--- src/rtl/mac_pkg.sv ---
// Shared types and sizing for the FIFO-fed multiply-accumulate reader.
package mac_pkg;

   // Operation sequencing: wait for start, issue reads, absorb the last product, publish.
   typedef enum logic [1:0] {
      ST_IDLE  = 2'd0,
      ST_RUN   = 2'd1,
      ST_DRAIN = 2'd2,
      ST_DONE  = 2'd3
   } state_e;

   // Accumulator width that holds depth full-width products without overflow.
   function automatic int acc_width(input int data_width, input int depth);
      return 2 * data_width + $clog2(depth) + 1;
   endfunction

endpackage

--- src/rtl/mac_unit.sv ---
// Multiply-accumulate datapath: clear, enable-gated accumulate of an unsigned product.
module mac_unit #(
   parameter int DATA_WIDTH = 8,
   parameter int ACC_WIDTH  = 20
) (
   input  logic                  clk,
   input  logic                  rst_n,
   input  logic                  clr,
   input  logic                  en,
   input  logic [DATA_WIDTH-1:0] a,
   input  logic [DATA_WIDTH-1:0] b,
   output logic [ACC_WIDTH-1:0]  acc
);

   logic [2*DATA_WIDTH-1:0] prod;
   logic [ACC_WIDTH-1:0]    acc_d;
   logic [ACC_WIDTH-1:0]    acc_q;

   // Full-width unsigned product; zero-extending the operands keeps every bit.
   always_comb begin
      prod = {{DATA_WIDTH{1'b0}}, a} * {{DATA_WIDTH{1'b0}}, b};
   end

   // Clear wins over accumulate; otherwise add the product when enabled.
   always_comb begin
      acc_d = acc_q;
      if (clr) begin
         acc_d = '0;
      end else if (en) begin
         acc_d = acc_q + ACC_WIDTH'(prod);
      end
   end

   // Accumulator register.
   always_ff @(posedge clk or negedge rst_n) begin
      if (!rst_n) begin
         acc_q <= '0;
      end else begin
         acc_q <= acc_d;
      end
   end

   assign acc = acc_q;

endmodule

--- src/rtl/mac_reader.sv ---
// Reads DEPTH operand pairs from two FIFOs in lockstep and returns the sum of products.
// Handshake: a FIFO word is consumed on every cycle its rden is high (only ever issued
// while both FIFOs report non-empty); the word appears on *_data the following cycle,
// where the one-cycle valid flag lets the accumulator absorb it.
module mac_reader
   import mac_pkg::*;
#(
   parameter  int DATA_WIDTH = 8,
   parameter  int DEPTH      = 8,
   localparam int ACC_WIDTH  = mac_pkg::acc_width(DATA_WIDTH, DEPTH)
) (
   input  logic                  clk,
   input  logic                  rst_n,
   input  logic                  start,
   input  logic                  a_empty,
   input  logic                  b_empty,
   input  logic [DATA_WIDTH-1:0] a_data,
   input  logic [DATA_WIDTH-1:0] b_data,
   output logic                  a_rden,
   output logic                  b_rden,
   output logic                  busy,
   output logic                  done,
   output logic [ACC_WIDTH-1:0]  result,
   output state_e                state_dbg
);

   localparam int              CW      = $clog2(DEPTH + 1);
   localparam logic [CW-1:0]   DEPTH_C = CW'(DEPTH);
   localparam logic [CW-1:0]   LAST_C  = CW'(DEPTH - 1);

   state_e                 state_q, state_d;
   logic [CW-1:0]          count_q, count_d;
   logic                   valid_q, valid_d;
   logic [ACC_WIDTH-1:0]   result_q, result_d;
   logic [ACC_WIDTH-1:0]   acc;
   logic                   rden;
   logic                   clr;

   // State register.
   always_ff @(posedge clk or negedge rst_n) begin
      if (!rst_n) begin
         state_q <= ST_IDLE;
      end else begin
         state_q <= state_d;
      end
   end

   // Next-state logic; start only matters in IDLE.
   always_comb begin
      state_d = state_q;
      case (state_q)
         ST_IDLE:  if (start) state_d = ST_RUN;
         ST_RUN:   if (rden && (count_q == LAST_C)) state_d = ST_DRAIN;
         ST_DRAIN: state_d = ST_DONE;
         ST_DONE:  state_d = ST_IDLE;
         default:  state_d = ST_IDLE;
      endcase
   end

   // State-decoded outputs; a single rden feeds both FIFOs so pairs never split.
   always_comb begin
      rden = 1'b0;
      clr  = 1'b0;
      done = 1'b0;
      busy = (state_q != ST_IDLE);
      case (state_q)
         ST_IDLE: clr  = start;
         ST_RUN:  rden = !a_empty && !b_empty && (count_q < DEPTH_C);
         ST_DONE: done = 1'b1;
         default: ;
      endcase
   end

   // Issue counter, read-data valid flag and published result.
   always_comb begin
      count_d = count_q;
      if (clr) begin
         count_d = '0;
      end else if (rden) begin
         count_d = count_q + 1'b1;
      end
      valid_d  = rden;
      result_d = (state_q == ST_DONE) ? acc : result_q;
   end

   // Datapath control registers.
   always_ff @(posedge clk or negedge rst_n) begin
      if (!rst_n) begin
         count_q  <= '0;
         valid_q  <= 1'b0;
         result_q <= '0;
      end else begin
         count_q  <= count_d;
         valid_q  <= valid_d;
         result_q <= result_d;
      end
   end

   mac_unit #(
      .DATA_WIDTH (DATA_WIDTH),
      .ACC_WIDTH  (ACC_WIDTH)
   ) u_mac_unit (
      .clk   (clk),
      .rst_n (rst_n),
      .clr   (clr),
      .en    (valid_q),
      .a     (a_data),
      .b     (b_data),
      .acc   (acc)
   );

   // The accumulator is final during DONE, so result shows it in the same cycle as done.
   assign result    = (state_q == ST_DONE) ? acc : result_q;
   assign a_rden    = rden;
   assign b_rden    = rden;
   assign state_dbg = state_q;

endmodule

--- config.mk ---
export PLATFORM = sky130hd
export DESIGN_NAME = mac_reader
export DESIGN_NICKNAME = d
export VERILOG_FILES = /design/src/rtl/mac_pkg.sv /design/src/rtl/mac_unit.sv /design/src/rtl/mac_reader.sv
export SDC_FILE = /design/constraint.sdc
export NUM_CORES = 1
export LEC_CHECK = 0
export ABC_AREA = 1
export CAP_MARGIN = 20
export CORE_ASPECT_RATIO = 2
export CORE_MARGIN = 2
export CORE_UTILIZATION = 54
export CTS_BUF_LIST = sky130_fd_sc_hd__clkbuf_4 sky130_fd_sc_hd__clkbuf_8
export CTS_CLUSTER_DIAMETER = 40
export CTS_CLUSTER_SIZE = 12
export DETAILED_ROUTE_END_ITERATION = 10
export PLACE_DENSITY = 0.79
export REMOVE_ABC_BUFFERS = 1
export SETUP_SLACK_MARGIN = 0.15
export SLEW_MARGIN = 20
export SYNTH_ARGS = -nofsm -noshare
export SYNTH_HDL_FRONTEND = slang
export SYNTH_SLANG_ARGS = --single-unit
--- constraint.sdc ---
create_clock -name clk -period 3.5 [get_ports clk]
set_input_delay 0.35 -clock clk [delete_from_list [all_inputs] [get_ports clk]]
set_output_delay 0.35 -clock clk [all_outputs]
set_load 0.01 [all_outputs]
==> key figures, run 1 <==
Floorplanning
  – Die footprint: 0.009842 mm2
  – Core area: 0.008890 mm2
  – I/O pin cnt: 47
  – Die X: 71.16 um
  – Die height: 138.3 um
  – Row count: 49
  – Initial Util: 54.79%

Final layout
  – Sequential cell area: ~0.0012 mm2
  – P&R area growth vs syn: 26.02%
  – Filler instances: a little under 700
  – Multi-input gate area: 0.003262 mm2
  – Final Util: 69.05%
  – Final #Nets: 839
  – Ant diodes: 0
  – Commonest non-fill, non-tap cell in the layout: inv_1
  – Fraction of layout cells with a size suffix above 1: 25.21%
  – Commonest non-fill, non-tap cells in the layout: 152 x inv_1, 130 x nand2_1, 50 x buf_4, 47 x dfrtp_1, 42 x fa_1

Worst setup path
  – Worst Setup End Kind: flop
  – Reg-to-reg critical path startpoint: u_mac_unit.acc[6]$_DFFE_PN0P_
  – Reg2reg end: u_mac_unit.acc[9]$_DFFE_PN0P_
  – Worst R2R Path Depth: 15
  – WS Path Type: flop to flop
  – CP Launch Type: flop
  – CP required: around 3.7 ns
  – R2R Setup Slk: -0.20 ns
  – Worst setup path startpoint: u_mac_unit.acc[6]$_DFFE_PN0P_
  – Arr. time, crit path: 3.91 ns
  – Largest fanout on the critical path: 4

Clock tree
  – Reg clk slew, reported paths: 0.10 ns
  – CTS tree: built
  – Clock root cell: clkbuf_8
  – Clock buffer count from CTS: 5
  – Clk sinks: between 40 and 50
  – H-tree lvl count: 2
  – Clock Tree Buf Depth: 2
  – Clk_lat worst skew: 0.32 ns

Placed design
  – Port Buf Inserts: between 40 and 50
  – Dpl hpwl: 9.452 mm
  – Gp weighted congestion: 0.8974

Timing
  – Worst Tran Pin Value: 0.5927 ns
  – Pins Over Slew Limit: 0
  – Worst setup margin: -0.2020 ns
  – RSZ-0062 raised after global routing: true
  – Final Cycle Share: 105.8%
  – Max_slew headroom: approximately 60%
  – Achievable Freq: 270.1 MHz
  – Final min period: 3.702 ns
  – Count of final setup violators: 13
  – Worst clock skew: 0.01385 ns
  – Fin. Hold Viols: 0
  – WHS: 0.01365 ns

Drt
  – Vias after detailed routing: roughly 4300
  – DR vias/cell: just over 5
  – Wire per inst: 15.10 um
  – Initial DRC count: 184
  – Post-route ant nets: 0
  – Pre-antenna DRT Iters: 4
  – Final WL: 12.44 mm
  – DRC Markers: 0

Synth
  – Synthesized netlist cell count: 640
  – Mapped Area: 0.004871 mm2
  – #FFs+latches synth: 47
  – Yosys cell types: 30
  – Seq/Total Area, Yosys: 24.15%
  – Syn_area_per_cell: 7.611 um2
  – Yosys warning count: 0

Hold path
  – Tightest Hold Check Type: primary input to async pin

Pwr
  – IR drop worst, VDD: 0.5746 mV
  – P per Cell Area: approximately 1000 mW/mm2
  – Lkg Pwr: between 3 and 4 nW

GRT
  – Vias in the first global route: between 4000 and 5000
  – Tot GR Track Use: 25.92%
  – First-pass GRT wire length: 20.15 mm
  – Largest net degree at the start of global routing: 48
  – Initial antenna violation count: 0
  – GR Overflow Total: 0

Status
  – Status: complete, but fails checks
  – Violated checks: setup timing

Job
  – Max Cap Violations: 0
-- report_power, final --
group | total, W | switching [W] | internal, W
logic | 0.00490 | 0.00267 | 0.00223
registers | 0.000829 | 0.0000987 | 0.000730
clock network | 0.000353 | 0.000209 | 0.000143
total | 0.00608 | 0.00297 | 0.00310
-- flip-flops by register name, summed over array words and instances, names as in the netlist --
name and cells:
count_q 4, state_dbg 2, result_q 20, u_mac_unit.acc 20, valid_q 1
-- kinds of logic after synthesis --
family                   count (synthesis)  synth area share (%)
AND/OR/NAND/NOR                        240                 20.52
buffers and inverters                  201                 15.72
adder cells (fa/ha/maj)                 97                 32.62
AO/OA/AOI/OAI                           49                 5.600
flip-flops                              47                 24.15
multiplexers                             6                 1.387
-- worst max-delay path, cell delays in order (launching register included) --
cell and delay [ns]:
dfrtp_1 0.36, inv_2 0.05, fa_1 0.54, inv_1 0.06, fa_1 0.50, inv_2 0.05
fa_2 0.55, fa_1 0.43, inv_2 0.08, ha_4 0.21, nand2_1 0.09, nand2_1 0.09
a21oi_2 0.16, nand2_2 0.10, o21ai_1 0.21, o21ai_1 0.10
-- metrics by stage --
stage	TNS, ns	power, W	worst slack (ns)	area (um2)	cells
after global routing	-3.888	0.006573	-0.3327	6138	824
after floorplan	-1.897	0.003062	-0.2053	4773	617
after CTS	-1.094	0.005613	-0.1228	6018	819
final	-2.081	0.006077	-0.2020	6138	824
after detailed placement	-15.89	0.004500	-1.149	5672	807
after global placement	-15.28	0.004392	-1.144	5672	807
-- synth_stat cells --
library cell	number	area, um2
inv_1	175	656.9
nand2_1	161	604.3
fa_1	50	1001
dfrtp_1	47	1176
ha_1	47	588.1
nor2_1	33	123.9
a21oi_1	26	130.1
nand3_1	23	115.1
clkbuf_1	16	60.06
o21ai_1	9	45.04
o21ai_0	8	40.04
buf_2	6	30.03
mux2_2	6	67.56
nand2_2	6	37.54
nand3b_1	6	45.04
inv_2	3	11.26
nor3_1	3	15.01
o22ai_1	2	12.51
or2_0	2	12.51
a21oi_2	1	8.760
a21oi_4	1	16.27
and2_1	1	6.260
buf_4	1	7.510
nand3_2	1	10.01
nand4_1	1	6.260
nor2_4	1	11.26
o21bai_1	1	7.510
o31ai_2	1	12.51
or2_1	1	6.260
or2_2	1	6.260
-- how the worst max path moves through the flow --
stage	to	slack, ns	cells past startpoint
4_1_cts	u_mac_unit.acc[18]$_DFFE_PN0P_	-0.12	19
2_1_floorplan	u_mac_unit.acc[10]$_DFFE_PN0P_	-0.21	16
5_1_grt	u_mac_unit.acc[18]$_DFFE_PN0P_	-0.33	20
3_5_place_dp	u_mac_unit.acc[9]$_DFFE_PN0P_	-1.15	16
6_report	u_mac_unit.acc[9]$_DFFE_PN0P_	-0.20	15
3_3_place_gp	u_mac_unit.acc[11]$_DFFE_PN0P_	-1.14	16
-- timing repair --
action / 4_1_cts / 5_1_grt
endpoints found under the setup margin: 16 / 15
gates resized for setup: 148 / 34
pin swaps: 54 / 24
buffers inserted: 4 / 5
endpoints found under the hold margin: 0 / 0
hold buffers: 0 / 0
-- final cells by class --
type                            instances  area share [%]
Multi-Input combinational cell        392           53.14
Clock inverter                          3          0.3873
Clock buffer                            5           1.121
Sequential cell                        47           19.16
Inverter                              178           10.93
Tap cell                              102           2.079
Timing Repair Buffer                   97           13.19
-- per-layer routing --
layer	track usage, %	wire [um]	vias up
met4	14.50	603	0
li1	-	-	2028
met3	2.551	428	48
met2	49.46	7052	133
met5	0	0	-
met1	25.98	4358	2053
Power figures use the tool's default switching activity.
==> run 2: changes to the inputs <==
PLACE_DENSITY = default   (was 0.79)
PLACE_DENSITY_LB_ADDON = 0.25   (was default)
==> run 2 against run 1 <==
The run still ends with setup timing left; global-route usage shrank 0.61 points; cell area shrank 0.53%; clock skew is essentially flat; non-clock buffer count shrank 1; via count shrank 2.9%; sequential share of layout area grew 0.10 points; clock power shrank 1%; final cell count shrank 0.12%; count of clock-buffer cells in the layout is the same; register-to-register slack gained 0.04 ns; critical path depth grew 4; highest routed layer unchanged.
==> key figures, run 2 (synthesized netlist as in run 1, its figures left out) <==
Floorplanning
  – Die height: 138.3 um (unchanged)
  – Row count: 49 (unchanged)
  – Core area: 0.008890 mm2 (unchanged)
  – Initial Util: 54.79% (unchanged)
  – Die X: 71.16 um (unchanged)
  – Die footprint: 0.009842 mm2 (unchanged)
  – I/O pin cnt: 47 (unchanged)

Clock tree
  – Clock root cell: clkbuf_8
  – Clk sinks: 47 (unchanged)
  – Clk_lat worst skew: 0.32 ns (about the same)
  – CTS tree: built
  – Clock Tree Buf Depth: 2 (unchanged)
  – Hold-fix buffer count after cts: 0 (unchanged)
  – Reg clk slew, reported paths: 0.10 ns (about the same)
  – H-tree lvl count: 2 (unchanged)
  – Clock buffer count from CTS: 5 (unchanged)

Final layout
  – Commonest non-fill, non-tap cell in the layout: inv_1
  – Design area: 0.006106 mm2 (-0.53%)
  – P&R area growth vs syn: 25.35%
  – Fraction of layout cells with a size suffix above 1: 24.13% (-1.1 points)
  – Ant diodes: 0 (unchanged)
  – Final #Nets: 838 (-0.12%)
  – Commonest non-fill, non-tap cells in the layout: 157 x inv_1, 134 x nand2_1, 50 x buf_4, 47 x dfrtp_1, 45 x fa_1

Job
  – Max Cap Violations: 0 (unchanged)

Timing
  – Worst setup margin: -0.1911 ns (+0.01092 ns)
  – Pins Over Slew Limit: 0 (unchanged)
  – Final Cycle Share: 105.5% (-0.31 points)
  – RSZ-0062 raised after global routing: true
  – Final min period: 3.691 ns (-0.01092 ns)
  – Worst clock skew: 0.01378 ns (-0.00007230 ns)
  – Achievable Freq: 270.9 MHz (+0.30%)
  – Max_slew headroom: 61.13% (+0.65 points)
  – Setup TNS: -1.901 ns (+0.1798 ns)
  – Worst Tran Pin Value: 0.5830 ns (-0.009704 ns)
  – Count of final setup violators: 13 (unchanged)
  – Fin. Hold Viols: 0 (unchanged)

Worst setup path
  – Slowest stage delay, CP: 0.57 ns (+0.02 ns)
  – CP required: 3.71 ns (about the same)
  – Worst setup path startpoint: a_data[0]
  – Arr. time, crit path: 3.90 ns (about the same)
  – Worst Setup End Kind: flop
  – CP Launch Type: primary input
  – Slowest cell on the critical path: fa_1
  – Worst-path cell chain: clkdlybuf4s15_2 > nand2_1 > fa_1 > fa_1 > inv_1 > fa_1 > inv_2 > fa_1 > inv_2 > ha_4 > nand2_4 > inv_2 > nand4_1 > nand2_2 > nand2_2 > nand2_2 > nand2_2 > nand3_2 > nand2_1
  – Worst path bufs/invs: 5 (+1)
  – Largest fanout on the critical path: 4 (unchanged)
  – WS Path Type: primary input to flop
  – Top Family by Delay on Critical Path: adder cells
  – Reg-to-reg critical path startpoint: u_mac_unit.acc[7]$_DFFE_PN0P_

Pwr
  – Clock power frac: 5.9% (about the same)
  – Combinational share of power: 80.0% (-0.6 points)
  – IR drop worst, VDD: 0.6978 mV (+21%)
  – Cell-internal power: 0.003043 W (-1.9%)
  – Sequential power share: 14.0% (+0.4 points)
  – Sw Share: 48.19% (-0.76 points)
  – P per Cell Area: 962.2 mW/mm2 (-2.8%)
  – Switch Pwr: 0.002831 W (-4.8%)
  – Lkg Pwr: 3.506 nW (-0.75%)

Drt
  – Vias after detailed routing: 4138 (-2.9%)
  – Initial DRC count: 140 (-24%)
  – Post-route ant nets: 0 (unchanged)
  – DRC Markers: 0 (unchanged)
  – Pre-antenna DRT Iters: 4 (unchanged)
  – Final WL: 11.72 mm (-5.8%)
  – DR vias/cell: 5.028 (-2.8%)
  – Wire per inst: 14.24 um (-5.7%)

Hold path
  – Tightest Hold Check Type: primary input to async pin

Status
  – Violated checks: setup timing
  – Status: complete, but fails checks

GRT
  – Initial antenna violation count: 0 (unchanged)
  – GR Overflow Total: 0 (unchanged)
  – Largest net degree at the start of global routing: 48 (unchanged)
  – Tot GR Track Use: 25.31% (-0.61 points)
  – First-pass GRT wire length: 19.96 mm (-0.96%)
  – Vias in the first global route: 4548 (+0.71%)

Placed design
  – Gp weighted congestion: 0.8974 (unchanged)
  – Area post-placement: 0.005699 mm2 (+0.49%)
  – Pre-CTS setup slack: -1.111 ns (+0.03797 ns)
  – Port Buf Inserts: 46 (unchanged)
  – Dpl hpwl: 9.427 mm (-0.26%)
## run 2: cell types whose count changed in the layout (fill, tap and decap cells not counted), moves of 3 or more
cell,previous run,this run
a21oi_1,22,19
nor2_2,3,0
inv_2,25,21
nand2_1,130,134
fa_1,42,45
nand2_2,29,32
inv_1,152,157
fa_2,8,5
a21oi_2,5,8
nand2_4,8,1
## run 2: layout make-up
cell class	count	area (um2)
tap	102	127.6
clock buffer	5	68.82
fill	725	2784
clock inverter	3	23.77
multi-input combinational	392	3229
sequential	47	1176
inverter	178	668.1
timing repair buffer	96	812.0
## run 2: what timing repair did
item | 4_1_cts | 5_1_grt
cloned | 0 | 0
endpoints found under the setup margin | 16 | 15
gates resized for setup | 137 | 32
buffers inserted | 5 | 1
pin swaps | 57 | 16
## run 2: metrics by stage
| step | instances | utilization, % | total power, W | hold slack (ns) |
|---|---|---|---|---|
| 3_3_place_gp | 809 | 64.11 | 0.004419 | 0.4798 |
| 3_5_place_dp | 809 | 64.11 | 0.004534 | 0.4877 |
| 5_1_grt | 823 | 68.68 | 0.006410 | 0.06083 |
| 6_report | 823 | 68.68 | 0.005875 | 0.01355 |
| 2_1_floorplan | 617 | - | 0.003062 | 0.05441 |
| 4_1_cts | 822 | 67.40 | 0.005593 | 0.2379 |
## run 2: power by group through the flow
| stage | clock network [W] | logic, W | registers [W] |
|---|---|---|---|
| after global placement | 0 | 0.00360 | 0.000824 |
| final | 0.000348 | 0.00470 | 0.000824 |
| after detailed placement | 0 | 0.00370 | 0.000833 |
| after floorplan | 0 | 0.00226 | 0.000806 |
| after CTS | 0.000353 | 0.00441 | 0.000825 |
| after global routing | 0.000380 | 0.00519 | 0.000842 |
## run 2: final timing paths
| kind | end | slack [ns] | cells past startpoint |
|---|---|---|---|
| setup / recovery | u_mac_unit.acc[17]$_DFFE_PN0P_ | -0.19 | 19 |
| hold / removal | result_q[13]$_DFF_PN0_ | 0.01 | 1 |
| setup reg to reg | u_mac_unit.acc[17]$_DFFE_PN0P_ | -0.16 | 18 |
| hold reg to reg | result_q[16]$_DFF_PN0_ | 0.50 | 1 |
| max in group asynchronous | u_mac_unit.acc[5]$_DFFE_PN0P_ | 3.08 | 1 |
| min in group clk | result_q[16]$_DFF_PN0_ | 0.50 | 1 |
## run 2: routing by layer
metal	global-route usage [%]	share of wire (%)	vias up
met2	49.42	58	96
met4	11.32	3.7	0
met3	2.114	2.6	36
li1	-	-	2023
met1	25.90	36	1983
met5	0	0	-
